--- src/rtl/dense_pkg.sv ---
// Shared types and helpers for the sequential dense layer.
package dense_pkg;

  typedef enum logic [1:0] {IDLE, LOAD, COMPUTE, EMIT} state_t;

  // Arithmetic (floor) right shift followed by saturation to a dw-bit signed range.
  // Works on a 64-bit sign-extended accumulator so one function serves any ACC_W.
  function automatic logic signed [63:0] requant(input logic signed [63:0] acc,
                                                 input int shift, input int dw);
    logic signed [63:0] s, hi, lo;
    s  = acc >>> shift;
    hi = (64'sd1 <<< (dw - 1)) - 64'sd1;
    lo = -(64'sd1 <<< (dw - 1));
    if (s > hi)      s = hi;
    else if (s < lo) s = lo;
    return s;
  endfunction

endpackage

--- src/rtl/dense_mac.sv ---
// Multiply-accumulate datapath: one signed DW x DW product per cycle into an
// ACC_W register. 'load' seeds the register with bias + product, 'en' adds.
module dense_mac import dense_pkg::*; #(
  parameter int DW    = 8,
  parameter int ACC_W = 24
) (
  input  logic                    clk,
  input  logic                    rst,
  input  logic                    load,
  input  logic                    en,
  input  logic [DW-1:0]           x,
  input  logic [DW-1:0]           w,
  input  logic [ACC_W-1:0]        b,
  output logic signed [ACC_W-1:0] acc
);

  logic signed [2*DW-1:0]  prod;
  logic signed [ACC_W-1:0] prod_x;

  // Full-precision product, then sign-extend into the accumulator width.
  assign prod   = signed'(x) * signed'(w);
  assign prod_x = ACC_W'(prod);

  // Accumulator register; sums wrap modulo 2^ACC_W.
  always_ff @(posedge clk or posedge rst) begin
    if (rst)       acc <= '0;
    else if (load) acc <= signed'(b) + prod_x;
    else if (en)   acc <= acc + prod_x;
  end

endmodule

--- src/rtl/dense_layer_seq.sv ---
// Sequential fully-connected layer: collects an N_IN vector, then for each of
// N_OUT neurons streams weights from a synchronous ROM, accumulates, requantises
// and emits one result. Define DENSE_RELU_EN to clamp negative results to 0.
module dense_layer_seq import dense_pkg::*; #(
  parameter int N_IN  = 16,
  parameter int N_OUT = 8,
  parameter int DW    = 8,
  parameter int ACC_W = 24,
  parameter int SHIFT = 7,
  localparam int AW = (N_IN * N_OUT > 1) ? $clog2(N_IN * N_OUT) : 1,
  localparam int BW = (N_OUT > 1) ? $clog2(N_OUT) : 1
) (
  input  logic             clk,
  input  logic             rst,
  input  logic             in_valid,
  output logic             in_ready,
  input  logic [DW-1:0]    in_data,
  output logic [AW-1:0]    w_addr,
  input  logic [DW-1:0]    w_data,
  output logic [BW-1:0]    b_addr,
  input  logic [ACC_W-1:0] b_data,
  output logic             out_valid,
  input  logic             out_ready,
  output logic [DW-1:0]    out_data,
  output logic             out_last,
  output logic             busy
);

  localparam int CW = (N_IN > 1) ? $clog2(N_IN) : 1;
  localparam logic [CW-1:0] I_LAST = CW'(N_IN - 1);
  localparam logic [BW-1:0] O_LAST = BW'(N_OUT - 1);

  if (ACC_W < 2 * DW + $clog2(N_IN)) begin : g_acc_chk
    $error("dense_layer_seq: ACC_W too narrow for N_IN products of DW bits");
  end

  state_t                   state, state_nx;
  logic [N_IN-1:0][DW-1:0]  x;
  logic [CW-1:0]            in_cnt, cnt, rcnt;
  logic [BW-1:0]            o, o_nx;
  // [0] address on w_addr, [1] w_data returning, [2] accumulator final
  logic [2:0]               vld_pipe;
  logic signed [ACC_W-1:0]  acc;
  logic signed [DW-1:0]     res;

  // Neuron index for the COMPUTE pass about to start.
  assign o_nx = (state == EMIT) ? o + 1'b1 : '0;

  // Requantise the finished accumulator, optionally applying ReLU.
  always_comb begin
    res = DW'(requant(64'(acc), SHIFT, DW));
`ifdef DENSE_RELU_EN
    if (res[DW-1]) res = '0;
`else
`endif
  end

  // State register.
  always_ff @(posedge clk or posedge rst) begin
    if (rst) state <= IDLE;
    else     state <= state_nx;
  end

  // Next-state and handshake outputs.
  always_comb begin
    state_nx  = state;
    in_ready  = 1'b0;
    out_valid = 1'b0;
    out_last  = 1'b0;
    busy      = 1'b1;
    case (state)
      IDLE: begin
        busy     = 1'b0;
        in_ready = 1'b1;
        if (in_valid) state_nx = (in_cnt == I_LAST) ? COMPUTE : LOAD;
      end
      LOAD: begin
        in_ready = 1'b1;
        if (in_valid && in_cnt == I_LAST) state_nx = COMPUTE;
      end
      COMPUTE: if (vld_pipe[2]) state_nx = EMIT;
      EMIT: begin
        out_valid = 1'b1;
        out_last  = (o == O_LAST);
        if (out_ready) state_nx = (o == O_LAST) ? IDLE : COMPUTE;
      end
      default: state_nx = IDLE;
    endcase
  end

  // Input capture, ROM address sequencing, valid pipeline and result register.
  always_ff @(posedge clk or posedge rst) begin
    if (rst) begin
      x        <= '0;
      in_cnt   <= '0;
      cnt      <= '0;
      rcnt     <= '0;
      o        <= '0;
      w_addr   <= '0;
      b_addr   <= '0;
      vld_pipe <= '0;
      out_data <= '0;
    end else begin
      vld_pipe[1] <= vld_pipe[0];
      vld_pipe[2] <= vld_pipe[1] && (rcnt == I_LAST);
      if (in_valid && in_ready) begin
        x[in_cnt] <= in_data;
        in_cnt    <= (in_cnt == I_LAST) ? '0 : in_cnt + 1'b1;
      end
      if (vld_pipe[0]) begin
        rcnt <= cnt;
        if (cnt == I_LAST) vld_pipe[0] <= 1'b0;
        else begin
          cnt    <= cnt + 1'b1;
          w_addr <= w_addr + 1'b1;
        end
      end
      // Entering COMPUTE: point both ROMs at the new neuron's first entries.
      if (state != COMPUTE && state_nx == COMPUTE) begin
        o           <= o_nx;
        b_addr      <= o_nx;
        w_addr      <= AW'(o_nx * N_IN);
        cnt         <= '0;
        vld_pipe[0] <= 1'b1;
      end
      if (vld_pipe[2]) out_data <= res;
    end
  end

  dense_mac #(.DW(DW), .ACC_W(ACC_W)) u_mac (
    .clk  (clk),
    .rst  (rst),
    .load (vld_pipe[1] && rcnt == '0),
    .en   (vld_pipe[1]),
    .x    (x[rcnt]),
    .w    (w_data),
    .b    (b_data),
    .acc  (acc)
  );

endmodule

--- config.mk ---
export PLATFORM = sky130hd
export DESIGN_NAME = dense_layer_seq
export DESIGN_NICKNAME = d
export VERILOG_FILES = /design/src/rtl/dense_pkg.sv /design/src/rtl/dense_mac.sv /design/src/rtl/dense_layer_seq.sv
export SDC_FILE = /design/constraint.sdc
export NUM_CORES = 1
export LEC_CHECK = 0
export ABC_AREA = 1
export CORE_ASPECT_RATIO = 1.75
export CORE_MARGIN = 2
export CORE_UTILIZATION = 26
export DETAILED_ROUTE_END_ITERATION = 10
export MAX_ROUTING_LAYER = met4
export PLACE_DENSITY = 0.48
export SYNTH_ARGS = -nofsm -noshare
export SYNTH_HDL_FRONTEND = slang
export SYNTH_SLANG_ARGS = --single-unit
--- constraint.sdc ---
create_clock -name clk -period 14.2 [get_ports clk]
set_clock_uncertainty 0.1 [all_clocks]
set_input_delay 2.84 -clock clk [delete_from_list [all_inputs] [get_ports clk]]
set_output_delay 2.84 -clock clk [all_outputs]
set_load 0.02 [all_outputs]
==> impl_results.html, run 1 <==
<table>
<tr><th>Metric</th><th>Value</th></tr>
<tr><th colspan="2">Detailed routing</th></tr>
<tr><td>Post-detailed-routing wire length</td><td>36.0 mm</td></tr>
<tr><td>Number of DRC markers after the initial detailed-route iteration</td><td>589</td></tr>
<tr><td>Post-route DRC violation count</td><td>0</td></tr>
<tr><td>Detailed-router iteration count before antenna repair</td><td>6</td></tr>
<tr><td>Average wire per cell in the routed design</td><td>16.4 µm</td></tr>
<tr><td>DRT antenna net count</td><td>0</td></tr>
<tr><td>Per-cell via count in the routed design</td><td>4.64</td></tr>
<tr><td>Total number of vias</td><td>10200</td></tr>
<tr><th colspan="2">Min path</th></tr>
<tr><td>Worst Hold Path Cells</td><td>2</td></tr>
<tr><td>Hold EP</td><td>u_mac.acc[0]$_DFFE_PP0P_</td></tr>
<tr><td>Hold path startpoint</td><td>u_mac.acc[0]$_DFFE_PP0P_</td></tr>
<tr><td>Hold WC Path Type</td><td>flop to flop</td></tr>
<tr><th colspan="2">Worst setup path</th></tr>
<tr><td>Critical register-to-register path startpoint</td><td>rcnt[0]$_DFFE_PP0P_</td></tr>
<tr><td>Critical path buffer and inverter count</td><td>7</td></tr>
<tr><td>Delay of the slowest cell on the worst path</td><td>0.54 ns</td></tr>
<tr><td>Depth of the worst register-to-register path</td><td>39</td></tr>
<tr><td>Critical path required time</td><td>14.44 ns</td></tr>
<tr><td>Worst Path Class, Setup</td><td>primary input to flop</td></tr>
<tr><td>Kind of cell adding the most delay to the critical path</td><td>adder cells</td></tr>
<tr><td>Crit Path Max Fanout</td><td>5</td></tr>
<tr><td>Critical Path Source Type</td><td>primary input</td></tr>
<tr><td>Max stage delay cell, worst path</td><td>sky130_fd_sc_hd__fa_1</td></tr>
<tr><td>Capture point of the worst reg-to-reg path</td><td>u_mac.acc[22]$_DFFE_PP0P_</td></tr>
<tr><td>Critical Path AT</td><td>8.79 ns</td></tr>
<tr><td>Most prevalent standard cell on the critical path</td><td>sky130_fd_sc_hd__inv_1</td></tr>
<tr><td>R2R setup slack</td><td>6.13 ns</td></tr>
<tr><td>Type of destination of the critical path</td><td>flop</td></tr>
<tr><td>Critical path depth</td><td>32</td></tr>
<tr><th colspan="2">Timing</th></tr>
<tr><td>Pins over their slew limit</td><td>0</td></tr>
<tr><td>Fin crit share</td><td>60.2%</td></tr>
<tr><td>Unrepaired setup endpoints after global routing</td><td>no</td></tr>
<tr><td>Maximum clock frequency</td><td>117 MHz</td></tr>
<tr><td>Max_slew headroom</td><td>20.2%</td></tr>
<tr><td>Total count of hold-check failures in the final report</td><td>0</td></tr>
<tr><td>Transition time at the pin with the least slew margin</td><td>1.19 ns</td></tr>
<tr><td>Post-layout minimum cycle time</td><td>8.55 ns</td></tr>
<tr><td>Setup violations, final</td><td>0</td></tr>
<tr><td>Setup Total Neg Slack</td><td>0 ns</td></tr>
<tr><th colspan="2">Floorplan</th></tr>
<tr><td>Horizontal extent of the die</td><td>169 µm</td></tr>
<tr><td>Initial Utilization</td><td>26.4%</td></tr>
<tr><td>Ports</td><td>66</td></tr>
<tr><td>Overall die area</td><td>49400 µm²</td></tr>
<tr><td>Core region area</td><td>46900 µm²</td></tr>
<tr><td>Row cnt</td><td>105</td></tr>
<tr><td>Height of the die</td><td>292 µm</td></tr>
<tr><th colspan="2">Clock tree</th></tr>
<tr><td>CTS Sinks</td><td>187</td></tr>
<tr><td>CTS buffer count</td><td>17</td></tr>
<tr><td>Number of hold buffers added after CTS</td><td>0</td></tr>
<tr><td>Insertion delay to the later sink of the worst-skew pair</td><td>0.45 ns</td></tr>
<tr><td>Clock Tree Root</td><td>sky130_fd_sc_hd__clkbuf_16</td></tr>
<tr><td>Clock Pin Slew Worst Setup and Hold Paths</td><td>0.07 ns</td></tr>
<tr><td>Post-CTS setup repair buffer count</td><td>0</td></tr>
<tr><td>Number of resized instances in the post-cts repair step</td><td>0</td></tr>
<tr><td>Clock tree buffer depth</td><td>2</td></tr>
<tr><td>CTS H-Tree Depth</td><td>4</td></tr>
<tr><td>CTS tree</td><td>done</td></tr>
<tr><th colspan="2">Synth</th></tr>
<tr><td>Most used flip-flop cell after synthesis</td><td>sky130_fd_sc_hd__dfrtp_1</td></tr>
<tr><td>Mean instance size in the synthesized netlist</td><td>7.97 µm²</td></tr>
<tr><td>Library cells used by synthesis</td><td>43</td></tr>
<tr><td>Async SR Flop Fraction</td><td>100%</td></tr>
<tr><td>Number of enable-type register cells in the synthesized netlist</td><td>0</td></tr>
<tr><td>Register bit total from synthesis</td><td>187</td></tr>
<tr><td>Synthesis warning total</td><td>0</td></tr>
<tr><td>Seq/Total Area, Yosys</td><td>37.9%</td></tr>
<tr><td>Total standard cell area after synthesis</td><td>12400 µm²</td></tr>
<tr><td>Gate Count Post-Synth</td><td>1551</td></tr>
<tr><td>Syn Nets</td><td>1710</td></tr>
<tr><th colspan="2">Global route</th></tr>
<tr><td>Via count of the first global-routing pass</td><td>10400</td></tr>
<tr><td>Wire length of the first global-routing pass</td><td>57.2 mm</td></tr>
<tr><td>Largest net degree at the start of global routing</td><td>134</td></tr>
<tr><td>Initial antenna violation count</td><td>0</td></tr>
<tr><td>Grt total ovfl</td><td>0</td></tr>
<tr><td>Total global routing track utilization</td><td>15.5%</td></tr>
<tr><th colspan="2">Placed design</th></tr>
<tr><td>Port Buf Inserts</td><td>65</td></tr>
<tr><td>Gpl congestion</td><td>0.978</td></tr>
<tr><td>Detailed-placement wirelength estimate</td><td>26.7 mm</td></tr>
<tr><th colspan="2">Finish</th></tr>
<tr><td>Share of the core filled with cells</td><td>30.2%</td></tr>
<tr><td>Net count reported at finish</td><td>1752</td></tr>
<tr><td>Fillers</td><td>5026</td></tr>
<tr><td>Area growth, synth to finish</td><td>14.5%</td></tr>
<tr><td>Fraction of layout cells with a size suffix above 1</td><td>7.35%</td></tr>
<tr><td>Most frequent cells in the layout</td><td>sky130_fd_sc_hd__nand2_1, sky130_fd_sc_hd__inv_1, sky130_fd_sc_hd__dfrtp_1</td></tr>
<tr><td>Area of combinational cells with multiple inputs</td><td>6590 µm²</td></tr>
<tr><td>Sequential cell area in the final layout</td><td>4680 µm²</td></tr>
<tr><td>Antenna cells</td><td>0</td></tr>
<tr><td>Leading cell type in the layout, fill and taps excluded</td><td>sky130_fd_sc_hd__nand2_1</td></tr>
<tr><th colspan="2">Run status</th></tr>
<tr><td>Outcome</td><td>finished, final reports clean</td></tr>
<tr><th colspan="2">Job</th></tr>
<tr><td>Count of maximum capacitance violations</td><td>0</td></tr>
</table>
-- area by class of cell --
| cell class | count | area share [%] |
|---|---|---|
| Multi-Input combinational cell | 1084 | 46.6 |
| Sequential cell | 187 | 33.1 |
| Inverter | 224 | 5.99 |
| Timing Repair Buffer | 79 | 5.34 |
| Tap cell | 588 | 5.20 |
| Clock buffer | 20 | 3.08 |
| Clock inverter | 12 | 0.769 |
-- synth_stat cells, types with 2 or more instances --
master	instances	share of area, %
sky130_fd_sc_hd__nand2_4	4	0.36
sky130_fd_sc_hd__o21a_1	2	0.12
sky130_fd_sc_hd__a21oi_1	131	5.3
sky130_fd_sc_hd__nand4_1	14	0.71
sky130_fd_sc_hd__nand3_1	45	1.8
sky130_fd_sc_hd__a31oi_1	9	0.46
sky130_fd_sc_hd__nand3b_1	2	0.12
sky130_fd_sc_hd__a21oi_2	4	0.28
sky130_fd_sc_hd__nor2_2	5	0.25
sky130_fd_sc_hd__o21ai_2	6	0.43
sky130_fd_sc_hd__nor4_1	2	0.10
sky130_fd_sc_hd__nand4_4	2	0.34
sky130_fd_sc_hd__nor2_1	186	5.6
sky130_fd_sc_hd__nand2_1	270	8.2
sky130_fd_sc_hd__nor3_1	4	0.16
sky130_fd_sc_hd__xor2_1	18	1.3
sky130_fd_sc_hd__o21ai_1	11	0.45
sky130_fd_sc_hd__or2_1	2	0.10
sky130_fd_sc_hd__nand3_2	8	0.65
sky130_fd_sc_hd__xnor2_1	9	0.64
sky130_fd_sc_hd__o22ai_1	9	0.46
sky130_fd_sc_hd__o21ai_0	182	7.4
sky130_fd_sc_hd__inv_2	8	0.24
sky130_fd_sc_hd__inv_1	214	6.5
sky130_fd_sc_hd__buf_1	3	0.091
sky130_fd_sc_hd__or2_2	6	0.30
sky130_fd_sc_hd__o21bai_1	5	0.30
sky130_fd_sc_hd__dfrtp_1	187	38
sky130_fd_sc_hd__clkinv_1	2	0.061
sky130_fd_sc_hd__nand2_2	13	0.66
sky130_fd_sc_hd__ha_1	59	6.0
sky130_fd_sc_hd__mux2_2	14	1.3
sky130_fd_sc_hd__fa_1	56	9.1
sky130_fd_sc_hd__buf_2	18	0.73
sky130_fd_sc_hd__buf_6	2	0.18
sky130_fd_sc_hd__clkbuf_1	32	0.97
-- kinds of logic after synthesis --
kind of cell | Yosys count | share of synthesized area [%]
simple gates | 566 | 19.7
buf+inv | 280 | 8.84
compound gates | 362 | 15.3
xor+xnor | 27 | 1.91
mux | 14 | 1.28
flops | 187 | 37.9
fa+ha+maj | 115 | 15.0
-- state kept, by name, indices dropped and copies added, names as in the netlist --
signal / cells
rcnt: 4
state: 2
u_mac.acc: 24
in_cnt: 4
out_data: 8
vld_pipe: 3
cnt: 4
o: 3
w_addr: 7
x: 128
-- worst max path at each step --
stage | end | slack [ns] | startpoint
final | u_mac.acc[22]$_DFFE_PP0P_ | 5.65 | w_data[4]
after global routing | u_mac.acc[22]$_DFFE_PP0P_ | 5.17 | w_data[3]
after CTS | u_mac.acc[22]$_DFFE_PP0P_ | 5.65 | w_data[4]
after detailed placement | u_mac.acc[22]$_DFFE_PP0P_ | 5.20 | w_data[4]
after global placement | u_mac.acc[22]$_DFFE_PP0P_ | 5.20 | w_data[7]
after floorplan | cnt[0]$_DFFE_PP0P_ | 6.17 | rst
-- per-layer routing --
layer	global-route usage (%)	vias to the layer above	share of wire, %
met5	-	-	0
met4	5.00	0	2.3
met3	1.91	40	2.2
met2	28.7	166	55
met1	17.1	4908	40
li1	-	5069	-
-- worst reg2reg max path: cells and delay by family (launching register included) --
family / cells / cell delay [ns]
adders and majority gates: 6 / 2.78
AOI/OAI and AO/OA: 7 / 1.15
xor gates and xnor gates: 1 / 0.14
and+or+nand+nor: 16 / 1.79
DFF: 1 / 0.39
buffers and inverters: 9 / 1.62
-- per-stage QoR --
stage                     cell area, µm²  setup slack [ns]  hold slack, ns  cells
after floorplan                    12400              6.17           0.249   1551
after global placement             13600              5.20           0.348   2162
after detailed placement           13600              5.20           0.369   2162
after CTS                          14200              5.65           0.387   2194
after global routing               14200              5.17           0.398   2194
final                              14200              5.65           0.383   2194
Power of run 1 is not shown: default switching activity piles up to over one toggle a cycle in this logic, so the estimate is an artifact.
==> run 2, diff against run 1 <==
==> constraint.sdc (replaced) <==
create_clock -name clk -period 8.8 [get_ports clk]
set_clock_uncertainty 0.1 [all_clocks]
set_input_delay 1.76 -clock clk [delete_from_list [all_inputs] [get_ports clk]]
set_output_delay 1.76 -clock clk [all_outputs]
set_load 0.02 [all_outputs]
==> impl_results.html, run 2 (synthesis results as in run 1) <==
<table>
<tr><th>Metric</th><th>Value</th></tr>
<tr><th colspan="2">Placed design</th></tr>
<tr><td>Port Buf Inserts</td><td>65</td></tr>
<tr><td>Detailed-placement wirelength estimate</td><td>27.1 mm</td></tr>
<tr><td>Gpl congestion</td><td>0.970</td></tr>
<tr><th colspan="2">Worst setup path</th></tr>
<tr><td>Delay of the slowest cell on the worst path</td><td>0.56 ns</td></tr>
<tr><td>Critical Path Source Type</td><td>flop</td></tr>
<tr><td>Critical path buffer and inverter count</td><td>6</td></tr>
<tr><td>Crit Path Max Fanout</td><td>36</td></tr>
<tr><td>Worst Path Class, Setup</td><td>flop to flop</td></tr>
<tr><td>Most prevalent standard cell on the critical path</td><td>sky130_fd_sc_hd__nand2_1</td></tr>
<tr><td>Critical path required time</td><td>9.03 ns</td></tr>
<tr><td>Type of destination of the critical path</td><td>flop</td></tr>
<tr><td>Endpoint of the most critical setup path</td><td>u_mac.acc[22]$_DFFE_PP0P_</td></tr>
<tr><td>Depth of the worst register-to-register path</td><td>35</td></tr>
<tr><td>Kind of cell adding the most delay to the critical path</td><td>adder cells</td></tr>
<tr><td>R2R setup slack</td><td>1.0 ns</td></tr>
<tr><td>Max stage delay cell, worst path</td><td>sky130_fd_sc_hd__fa_1</td></tr>
<tr><td>Capture point of the worst reg-to-reg path</td><td>u_mac.acc[22]$_DFFE_PP0P_</td></tr>
<tr><td>Critical path depth</td><td>35</td></tr>
<tr><td>Critical register-to-register path startpoint</td><td>rcnt[0]$_DFFE_PP0P_</td></tr>
<tr><td>Critical Path AT</td><td>8.04 ns</td></tr>
<tr><td>Worst setup startpoint</td><td>rcnt[0]$_DFFE_PP0P_</td></tr>
<tr><th colspan="2">Detailed routing</th></tr>
<tr><td>Total number of vias</td><td>10200</td></tr>
<tr><td>DRT antenna net count</td><td>0</td></tr>
<tr><td>Detailed-router iteration count before antenna repair</td><td>5</td></tr>
<tr><td>Post-detailed-routing wire length</td><td>36.4 mm</td></tr>
<tr><td>Per-cell via count in the routed design</td><td>4.65</td></tr>
<tr><td>Number of DRC markers after the initial detailed-route iteration</td><td>610</td></tr>
<tr><td>Post-route DRC violation count</td><td>0</td></tr>
<tr><td>Average wire per cell in the routed design</td><td>16.6 µm</td></tr>
<tr><th colspan="2">Global route</th></tr>
<tr><td>Initial antenna violation count</td><td>0</td></tr>
<tr><td>Total global routing track utilization</td><td>15.7%</td></tr>
<tr><td>Largest net degree at the start of global routing</td><td>119</td></tr>
<tr><td>Grt total ovfl</td><td>0</td></tr>
<tr><td>Via count of the first global-routing pass</td><td>10500</td></tr>
<tr><td>Wire length of the first global-routing pass</td><td>58.0 mm</td></tr>
<tr><th colspan="2">Floorplan</th></tr>
<tr><td>Overall die area</td><td>49400 µm²</td></tr>
<tr><td>Core region area</td><td>46900 µm²</td></tr>
<tr><td>Horizontal extent of the die</td><td>169 µm</td></tr>
<tr><td>Row cnt</td><td>105</td></tr>
<tr><td>Ports</td><td>66</td></tr>
<tr><td>Initial Utilization</td><td>26.4%</td></tr>
<tr><td>Height of the die</td><td>292 µm</td></tr>
<tr><th colspan="2">Timing</th></tr>
<tr><td>Transition time at the pin with the least slew margin</td><td>1.27 ns</td></tr>
<tr><td>Total count of hold-check failures in the final report</td><td>0</td></tr>
<tr><td>Fin crit share</td><td>88.7%</td></tr>
<tr><td>Max_slew headroom</td><td>15.2%</td></tr>
<tr><td>Unrepaired setup endpoints after global routing</td><td>no</td></tr>
<tr><td>Post-layout minimum cycle time</td><td>7.80 ns</td></tr>
<tr><td>Pins over their slew limit</td><td>0</td></tr>
<tr><td>Setup violations, final</td><td>0</td></tr>
<tr><td>Setup Total Neg Slack</td><td>0 ns</td></tr>
<tr><td>Maximum clock frequency</td><td>128 MHz</td></tr>
<tr><th colspan="2">Clock tree</th></tr>
<tr><td>Insertion delay to the later sink of the worst-skew pair</td><td>0.45 ns</td></tr>
<tr><td>Post-CTS setup repair buffer count</td><td>0</td></tr>
<tr><td>CTS tree</td><td>done</td></tr>
<tr><td>CTS H-Tree Depth</td><td>4</td></tr>
<tr><td>Clock Tree Root</td><td>sky130_fd_sc_hd__clkbuf_16</td></tr>
<tr><td>Number of hold buffers added after CTS</td><td>0</td></tr>
<tr><td>Number of resized instances in the post-cts repair step</td><td>0</td></tr>
<tr><td>Clock Pin Slew Worst Setup and Hold Paths</td><td>0.07 ns</td></tr>
<tr><td>Clock tree buffer depth</td><td>2</td></tr>
<tr><td>CTS buffer count</td><td>17</td></tr>
<tr><td>CTS Sinks</td><td>187</td></tr>
<tr><th colspan="2">Job</th></tr>
<tr><td>Count of maximum capacitance violations</td><td>0</td></tr>
<tr><th colspan="2">Finish</th></tr>
<tr><td>Net count reported at finish</td><td>1753</td></tr>
<tr><td>Area growth, synth to finish</td><td>15.7%</td></tr>
<tr><td>Most frequent cells in the layout</td><td>sky130_fd_sc_hd__nand2_1, sky130_fd_sc_hd__inv_1, sky130_fd_sc_hd__dfrtp_1</td></tr>
<tr><td>Leading registers by flop count</td><td>x x128, u_mac.acc x24, out_data x8</td></tr>
<tr><td>Leading cell type in the layout, fill and taps excluded</td><td>sky130_fd_sc_hd__nand2_1</td></tr>
<tr><td>Top register by number of flip-flops</td><td>x</td></tr>
<tr><td>Antenna cells</td><td>0</td></tr>
<tr><td>Fillers</td><td>5014</td></tr>
<tr><td>Max reg flops</td><td>128</td></tr>
<tr><td>Fraction of layout cells with a size suffix above 1</td><td>7.53%</td></tr>
<tr><th colspan="2">Min path</th></tr>
<tr><td>Hold WC Path Type</td><td>flop to flop</td></tr>
<tr><td>Worst Hold Path Cells</td><td>2</td></tr>
<tr><th colspan="2">Run status</th></tr>
<tr><td>Outcome</td><td>finished, final reports clean</td></tr>
</table>
## run 2: changes by cell type in the layout (fill, tap and decap cells not counted)
cell / before / now
sky130_fd_sc_hd__clkbuf_8: 0 / 3
sky130_fd_sc_hd__buf_12: 0 / 1
sky130_fd_sc_hd__clkinv_8: 1 / 0
sky130_fd_sc_hd__clkinv_2: 3 / 1
sky130_fd_sc_hd__bufinv_16: 0 / 5
sky130_fd_sc_hd__clkbuf_1: 3 / 1
sky130_fd_sc_hd__clkinvlp_4: 2 / 1
sky130_fd_sc_hd__inv_8: 5 / 3
## run 2: routing by layer
metal / track usage [%] / vias to the layer above / part of all wire (%)
li1: - / 5054 / -
met1: 17.2 / 4870 / 40
met2: 28.3 / 219 / 54
met3: 2.13 / 62 / 2.8
met4: 6.46 / 0 / 3.9
met5: - / - / 0
## run 2: worst min-delay path by stage
stage / from / to / slack (ns)
after floorplan: vld_pipe[0]$_DFF_PP0_ / vld_pipe[1]$_DFF_PP0_ / 0.25
after global placement: u_mac.acc[0]$_DFFE_PP0P_ / u_mac.acc[0]$_DFFE_PP0P_ / 0.35
after detailed placement: x[124]$_DFFE_PP0P_ / x[124]$_DFFE_PP0P_ / 0.37
after CTS: x[124]$_DFFE_PP0P_ / x[124]$_DFFE_PP0P_ / 0.39
after global routing: x[31]$_DFFE_PP0P_ / x[31]$_DFFE_PP0P_ / 0.40
final: x[124]$_DFFE_PP0P_ / x[124]$_DFFE_PP0P_ / 0.38
## run 2: through the flow
stage | instances | utilization, % | setup WS [ns] | hold WS [ns] | area, µm²
finish | 2195 | 30.5 | 0.996 | 0.381 | 14300
global route | 2195 | 30.5 | 0.419 | 0.402 | 14300
CTS | 2195 | 30.5 | 0.980 | 0.386 | 14300
detailed placement | 2163 | 29.1 | 0.873 | 0.369 | 13600
global placement | 2163 | 29.1 | 0.892 | 0.349 | 13600
floorplan | 1551 | - | 1.85 | 0.249 | 12400
## run 2: final cells by class
cell class                      count  area [µm²]  area share, %
Tap cell                          588         736           5.14
Clock buffer                       21         470           3.29
Multi-Input combinational cell   1084        6590           46.1
Clock inverter                     11         203           1.42
Inverter                          224         848           5.93
Timing Repair Buffer               80         776           5.42
Sequential cell                   187        4680           32.7
## run 2: worst register-to-register path, delay by kind of cell (launching register included)
family                     cells  cell delay, ns
AOI/OAI and AO/OA              6            1.23
and+or+nand+nor               16            1.88
xor gates and xnor gates       1            0.14
DFF                            1            0.43
adders and majority gates      6            2.84
buffers and inverters          6            1.09
Power of run 2 is left out for the same reason.
==> run 3, diff against run 2 <==
--- a/config.mk
+++ b/config.mk
@@ -10,6 +10,7 @@
 export CORE_MARGIN = 2
 export CORE_UTILIZATION = 26
 export DETAILED_ROUTE_END_ITERATION = 10
+export HOLD_SLACK_MARGIN = 0.05
 export MAX_ROUTING_LAYER = met4
 export PLACE_DENSITY = 0.48
 export SYNTH_ARGS = -nofsm -noshare
==> results of run 3 <==
No change in the layout: final DEF, timing and power equal those of run 2.
Power of run 3 is left out for the same reason.
